**src/rtl/intr_ctrl_pkg.sv**
```systemverilog
// Shared definitions for the interrupt controller and its priority encoder.
// State encodings and vector defaults live here so later bus blocks can reuse them.
package intr_ctrl_pkg;

  localparam int         NSRC_MAX         = 8;
  localparam logic [7:0] VEC_BASE_DEFAULT = 8'h20;

  typedef enum logic [1:0] {
    IDLE    = 2'd0,
    REQ     = 2'd1,
    SERVICE = 2'd2
  } state_t;

endpackage

```
**src/rtl/prio_enc.sv**
```systemverilog
// Combinational fixed-priority encoder: the lowest set index wins.
// Reports whether any request is present and the 3-bit index of the winner.
module prio_enc
  import intr_ctrl_pkg::*;
#(
  parameter int N = NSRC_MAX
) (
  input  logic [N-1:0] i_req,
  output logic         o_valid,
  output logic [2:0]   o_idx
);

  // Scan from the top down so the lowest set bit is the last one written.
  always_comb begin
    o_valid = |i_req;
    o_idx   = 3'd0;
    for (int i = N - 1; i >= 0; i--) begin
      if (i_req[i]) begin
        o_idx = 3'(i);
      end
    end
  end

endmodule

```
**src/rtl/intr_ctrl.sv**
```systemverilog
// Priority interrupt controller driving the CPU's single intr/vector input.
// Edge-detects device requests, arbitrates by fixed priority, and runs the inta/eoi handshake.
module intr_ctrl
  import intr_ctrl_pkg::*;
#(
  parameter int         NSRC     = 8,
  parameter logic [7:0] VEC_BASE = VEC_BASE_DEFAULT
) (
  input  logic            clk,
  input  logic            clr,
  input  logic [NSRC-1:0] irq,
  input  logic            mask_we,
  input  logic [NSRC-1:0] mask_wdata,
  input  logic            eoi,
  input  logic            inta,
  output logic            intr,
  output logic [7:0]      vector,
  output logic [NSRC-1:0] mask,
  output logic [NSRC-1:0] pending,
  output logic [NSRC-1:0] isr
);

  state_t          r_state;
  state_t          w_stateNext;
  logic [NSRC-1:0] r_irqD;
  logic [NSRC-1:0] r_mask;
  logic [NSRC-1:0] r_pending;
  logic [NSRC-1:0] r_isr;
  logic            r_intr;
  logic [7:0]      r_vector;
  logic [2:0]      r_winner;

  logic [NSRC-1:0] w_edge;
  logic [NSRC-1:0] w_elig;
  logic [NSRC-1:0] w_maskNext;
  logic [NSRC-1:0] w_pendingNext;
  logic [NSRC-1:0] w_pendClr;
  logic [NSRC-1:0] w_isrNext;
  logic [NSRC-1:0] w_winnerBit;
  logic            w_intrNext;
  logic [7:0]      w_vectorNext;
  logic [2:0]      w_winnerNext;
  logic [2:0]      w_idx;
  logic            w_valid;
  logic            w_stillElig;

  assign w_edge      = irq & ~r_irqD;
  assign w_elig      = r_pending & ~r_mask;
  assign w_maskNext  = mask_we ? mask_wdata : r_mask;
  assign w_winnerBit = NSRC'(1) << r_winner;
  // The withdraw test looks at the incoming mask so a masking write drops intr right away.
  assign w_stillElig = |(w_winnerBit & r_pending & ~w_maskNext);

  prio_enc #(.N(NSRC)) u_prio_enc (
    .i_req   (w_elig),
    .o_valid (w_valid),
    .o_idx   (w_idx)
  );

  always_comb begin
    w_stateNext  = r_state;
    w_intrNext   = r_intr;
    w_vectorNext = r_vector;
    w_winnerNext = r_winner;
    w_isrNext    = r_isr;
    w_pendClr    = '0;
    case (r_state)
      IDLE: begin
        if (w_valid) begin
          w_stateNext  = REQ;
          w_intrNext   = 1'b1;
          w_vectorNext = VEC_BASE + {5'd0, w_idx};
          w_winnerNext = w_idx;
        end
      end
      REQ: begin
        if (inta) begin
          w_stateNext = SERVICE;
          w_intrNext  = 1'b0;
          w_isrNext   = w_winnerBit;
          w_pendClr   = w_winnerBit;
        end else if (!w_stillElig) begin
          w_stateNext = IDLE;
          w_intrNext  = 1'b0;
        end
      end
      SERVICE: begin
        if (eoi) begin
          w_stateNext = IDLE;
          w_isrNext   = '0;
        end
      end
      default: begin
        w_stateNext = IDLE;
        w_intrNext  = 1'b0;
      end
    endcase
    // A fresh edge outranks the acknowledge clear on the same bit.
    w_pendingNext = (r_pending & ~w_pendClr) | w_edge;
  end

  always_ff @(posedge clk or posedge clr) begin
    if (clr) begin
      r_state   <= IDLE;
      r_irqD    <= '0;
      r_mask    <= '1;
      r_pending <= '0;
      r_isr     <= '0;
      r_intr    <= 1'b0;
      r_vector  <= 8'h00;
      r_winner  <= 3'd0;
    end else begin
      r_state   <= w_stateNext;
      r_irqD    <= irq;
      r_mask    <= w_maskNext;
      r_pending <= w_pendingNext;
      r_isr     <= w_isrNext;
      r_intr    <= w_intrNext;
      r_vector  <= w_vectorNext;
      r_winner  <= w_winnerNext;
    end
  end

  assign intr    = r_intr;
  assign vector  = r_vector;
  assign mask    = r_mask;
  assign pending = r_pending;
  assign isr     = r_isr;

endmodule

```
**config.mk**
```make
export PLATFORM = sky130hd
export DESIGN_NAME = intr_ctrl
export DESIGN_NICKNAME = d
export VERILOG_FILES = /design/src/rtl/intr_ctrl_pkg.sv /design/src/rtl/prio_enc.sv /design/src/rtl/intr_ctrl.sv
export SDC_FILE = /design/constraint.sdc
export NUM_CORES = 1
export LEC_CHECK = 0
export CORE_AREA = 2 2 74 76
export DETAILED_ROUTE_END_ITERATION = 10
export DIE_AREA = 0 0 76 78
export PLACE_DENSITY = 0.59
export SLEW_MARGIN = 20
export SYNTH_ARGS = -nofsm -noshare
export SYNTH_HDL_FRONTEND = slang
export SYNTH_SLANG_ARGS = --single-unit
```
**constraint.sdc**
```tcl
create_clock -name clk -period 3.81 [get_ports clk]
set_clock_uncertainty 0.05 [all_clocks]
set_input_delay 0.762 -clock clk [delete_from_list [all_inputs] [get_ports clk]]
set_output_delay 0.762 -clock clk [all_outputs]
set_load 0.02 [all_outputs]
```
# Yosys cells after proc, flatten, opt, wreduce, memory -nomap -nowiden
# Cells that the tools add are included.
dict set report word_totals {
  input_bits 21
  wordCells 58
  regBits 46
}
dict set report op_classes {
  n_bitwise 11
  add_sub_neg 1
  mux 23
  n_reduce_logical 8
  shifts 1
  eq_ne 6
}
# op n
set ops {}
lappend ops {{bitwise AND 8 bit} 5}
lappend ops {{2-to-1 mux 8 bit} 5}
lappend ops {{NOT 8 bit} 4}
lappend ops {{2-to-1 mux 3 bit} 8}
lappend ops {{one-hot mux 8 bit (2 select lines)} 1}
lappend ops {{OR reduction 8 bit} 2}
lappend ops {{AND reduction 3 bit} 3}
lappend ops {{2-to-1 mux 2 bit} 4}
lappend ops {{bitwise OR 8 bit} 1}
lappend ops {{left shift 1 x 3 -> 8 bit, first input constant} 1}
lappend ops {{adder 6 x 3 -> 7 bit, first input constant} 1}
lappend ops {{one-hot mux 2 bit (3 select lines)} 1}
lappend ops {{!= test 2 bit, second input constant} 2}
lappend ops {{2-to-1 mux 1 bit} 3}
lappend ops {{!= test 3 bit, second input constant} 1}
lappend ops {{one-hot mux 1 bit (3 select lines)} 1}
lappend ops {{equality test 2 x 1 -> 1 bit, second input constant} 1}
lappend ops {{equality test 2 bit, second input constant} 1}
lappend ops {{logical NOT 2 bit} 1}
lappend ops {{!= test 2 x 1 -> 1 bit, second input constant} 1}
lappend ops {{AND reduction 2 bit} 1}
lappend ops {{nonzero test 2 bit} 1}
lappend ops {{NOT 1 bit} 1}

# Depth between registers and ports, before layout
dict set report logic_depth {
  word_depth 11
  depth_mapped 6
  ltp_nobuf 5
}

# Cells and area by module
# From an unflattened synthesis, not the netlist that was laid out.
dict set report unflattened {
  cells_unflattened 151
  hier_area_um2 1726.7
}
# mod cells_per_inst instances area_each_um2
set by_module_without_submodules {}
lappend by_module_without_submodules {intr_ctrl 138 1 1645.3}
lappend by_module_without_submodules {prio_enc 13 1 81.3}

# Worst setup path after synthesis
# OpenSTA, ideal clock, no wires.
dict set report synth_timing {
  path_kind {input-to-reg}
  from {input mask_we}
  to {register r_intr, in the netlist intr}
  arrival_time_ns 1.837
  setup_time_ns 0.074
  path_stages 6
  path_buffers 1
  required_time_ns 3.686
  slack_ns 1.850
  cell_sequence {buf_6 > mux2_4 > o32ai_2 > nor4_1 > o31a_1 > o21ai_2}
}
dict set report synth_between {
  elab_chain_len 6
}
# element line
set synth_lines {}
lappend synth_lines {{start, declared} intr_ctrl.sv:12} ;# input logic mask_we,
lappend synth_lines {{2-to-1 mux 8 bit} intr_ctrl.sv:49} ;# assign w_maskNext = mask_we ? mask_wdata : r_mask;
lappend synth_lines {{via w_maskNext[1]} intr_ctrl.sv:35} ;# logic [NSRC-1:0] w_maskNext;
lappend synth_lines {{NOT 8 bit} intr_ctrl.sv:52} ;# assign w_stillElig = |(w_winnerBit & r_pending & ~w_maskNext);
lappend synth_lines {{bitwise AND 8 bit} intr_ctrl.sv:52}
lappend synth_lines {{OR reduction 8 bit} intr_ctrl.sv:52}
lappend synth_lines {{!= test 3 bit (no line)} -}
lappend synth_lines {{AND reduction 3 bit (no line)} -}
lappend synth_lines {{end signal, assigned} intr_ctrl.sv:118} ;# r_intr <= w_intrNext;
lappend synth_lines {{end, declared} intr_ctrl.sv:29} ;# logic r_intr;
# The timed path passes the listed nets, and every way through them passes these cells.
# A chain may end at the register's enable or synchronous reset.

==> impl_metrics.tcl <==
set metrics [dict create \
    n_antenna_cell 0 \
    leakage_uw 0.000986 \
    fin_util_pct 46.9 \
    syn_area_per_cell_um2 11.3 \
    synth_top_flop_cell "dfrtp_1" \
    grt_pass1_wl_mm 7.21 \
    holdWs_ns 0.364 \
    netlist_top_cells_count "31 x dfrtp_1, 17 x nand2_1, 16 x o21ai_0, 11 x inv_1" \
    yosysMostFrequentCell "dfrtp_1" \
    cts_max_path_buffers 2 \
    synth_seq_cells 39 \
    start_kind "register" \
    clockRootBuffer "clkbuf_8" \
    reg2reg_setup_slack_ns 1.89 \
    clk_pin_slew_ns 0.08 \
    design_area_mm2 0.00237 \
    synth.cell_area_mm2 0.00172 \
    rows 26 \
    portBuffers 49 \
    r2r_end "intr" \
    cts_setup_buffers 0 \
    cts_resized 0 \
    fill_cells 465 \
    grt_use_total_pct 15.2 \
    post_drt_wl_per_cell_um 14.8 \
    postSynth.asyncResetShare_pct 100 \
    hold_viol_final 0 \
    h-tree-depth 2 \
    ctsHoldBuffers 0 \
    dieArea_mm2 0.00593 \
    crit_buf_inv 1 \
    worst_slew_pin_slew_ns 0.769 \
    crit_family "buffers and inverters" \
    drtIter0Drc 72 \
    reg2reg_depth 5 \
    cp.arrival_ns 1.65 \
    place_congestion 0.810 \
    core_area_mm2 0.00504 \
    path_class "register to primary output" \
    worstSkewPairLatency_ns 0.29 \
    synth_top_area_share_pct 45.0 \
    grt_pass1_vias 1485 \
    end_kind "primary output" \
    cts_tree "done" \
    slowest_delay_ns 0.70 \
    final_layout_size_suffix_gt1_share_pct 14.6 \
    status "completed" \
    grt_max_degree 40 \
    yosysUniqueCellTypes 38 \
    wl_mm 4.09 \
    dpl.hpwl_mm 2.99 \
    viasPerCell 4.90 \
    finalSetupViolations 0 \
    drt-pass1-iter-count 4 \
    slowest_stage "clkdlybuf4s50_1" \
    slew_viol_final 0 \
    die_width_um 76 \
    finalPower_uw 1590 \
    relSlewSlack_pct 48.5 \
    die_h_um 78 \
    place_area_mm2 0.00227 \
    antenna_found_initial 0 \
    yosys_warnings 0 \
    synth-edff-count 0 \
    drc_errors 0 \
    area_growth_pct 37.2 \
    cp-startpoint "r_winner[1]" \
    drv_cap 0 \
    start_util_pct 34.2 \
    clock_sinks 39 \
    peakVddDrop_v 0.000258 \
    numCtsBuffers 5 \
    netlist_instances 153 \
    hold_path_class "register to register" \
    pwr_density_cell_mw_per_mm2 672 \
    worstHoldStart "r_irqD[0]" \
    ant_nets 0 \
    pin_count 54 \
    crit_chain "clkdlybuf4s50_1" \
    post-route-period-util_pct 64.5 \
    path_depth 1 \
    cp.required_ns 3.00 \
    rsz0062_at_grt "no" \
    cp_max_fo 16 \
    fin_nets 226 \
    grt.overflow.total 0 \
    critPathCapture "vector[1]" \
    post-route-min-period_ns 2.46 \
    fmax_ghz 0.407 \
    tns_ns 0 \
    r2r_start "r_winner[1]" \
    via_count 1352 \
    yosys.area.top_type "dfrtp_1" \
    seq_area_frac_synth_pct 57.2 \
    netlist_top_cells_area "dfrtp_1 45%, dfstp_2 12%, o21ai_0 4.6%, nand2_1 3.7%, mux2_2 3.3%" \
]
logic make-up after synthesis:
kind of cell / share of synthesized area (%)
AO/OA/AOI/OAI: 14.4
buffers and inverters: 5.59
flip-flops: 57.2
multiplexers: 5.66
other: 0.217
AND/OR/NAND/NOR: 16.9
per-stage QoR:
stage,setup WS (ns),std cells
floorplan,1.85,156
global placement,1.15,268
detailed placement,1.07,268
CTS,1.34,276
global route,1.24,276
finish,1.35,276
power by group:
group,internal [uW],switching (uW)
clock network,165,140
logic,301,334
registers,518,132
sequential cells by signal (all words and copies together) (netlist names):
signal / flops
r_winner: 2
pending: 8
r_state: 2
mask: 8
r_irqD: 8
isr: 8
vector: 2
intr: 1
area by class of cell:
cell class              count  area [um2]  area share (%)
repair buffers             50         498            21.0
clock buffers               8         100            4.23
inverters                  11        41.3            1.75
multi-input cells          98         653            27.6
flip-flops and latches     39         986            41.7
well taps                  70        87.6            3.70
worst min-delay path by stage:
stage | to | cells past startpoint | slack [ns]
after floorplan | pending[0] | 1 | 0.35
after detailed placement | pending[4] | 1 | 0.37
after CTS | pending[0] | 1 | 0.38
after global routing | pending[2] | 1 | 0.39
final | pending[0] | 1 | 0.36
after global placement | pending[4] | 1 | 0.36
metal layers:
layer / share of wire, % / GRT usage (%) / up-vias
li1: - / - / 633
met1: 46 / 19.3 / 673
met2: 48 / 25.1 / 38
met3: 4.6 / 3.95 / 8
met4: 1.5 / 5.82 / 0
met5: 0 / 0 / -
placed cells by master (no fill, tap or decap), types with 3 or more instances in the layout:
| cell type | Yosys | layout |
|---|---|---|
| dfrtp_1 | 31 | 31 |
| clkdlybuf4s50_1 | 0 | 49 |
| conb_1 | 1 | 4 |
| o31ai_1 | 3 | 3 |
| nand4b_1 | 4 | 4 |
| nand2_1 | 17 | 17 |
| o21ai_0 | 16 | 16 |
| inv_1 | 11 | 11 |
| clkbuf_8 | 0 | 7 |
| mux2_2 | 5 | 5 |
| nor2_1 | 3 | 3 |
| nand2b_1 | 8 | 8 |
| nor2b_1 | 4 | 4 |
| a21oi_1 | 5 | 5 |
| dfstp_2 | 8 | 8 |
Power figures use the tool's default switching activity.
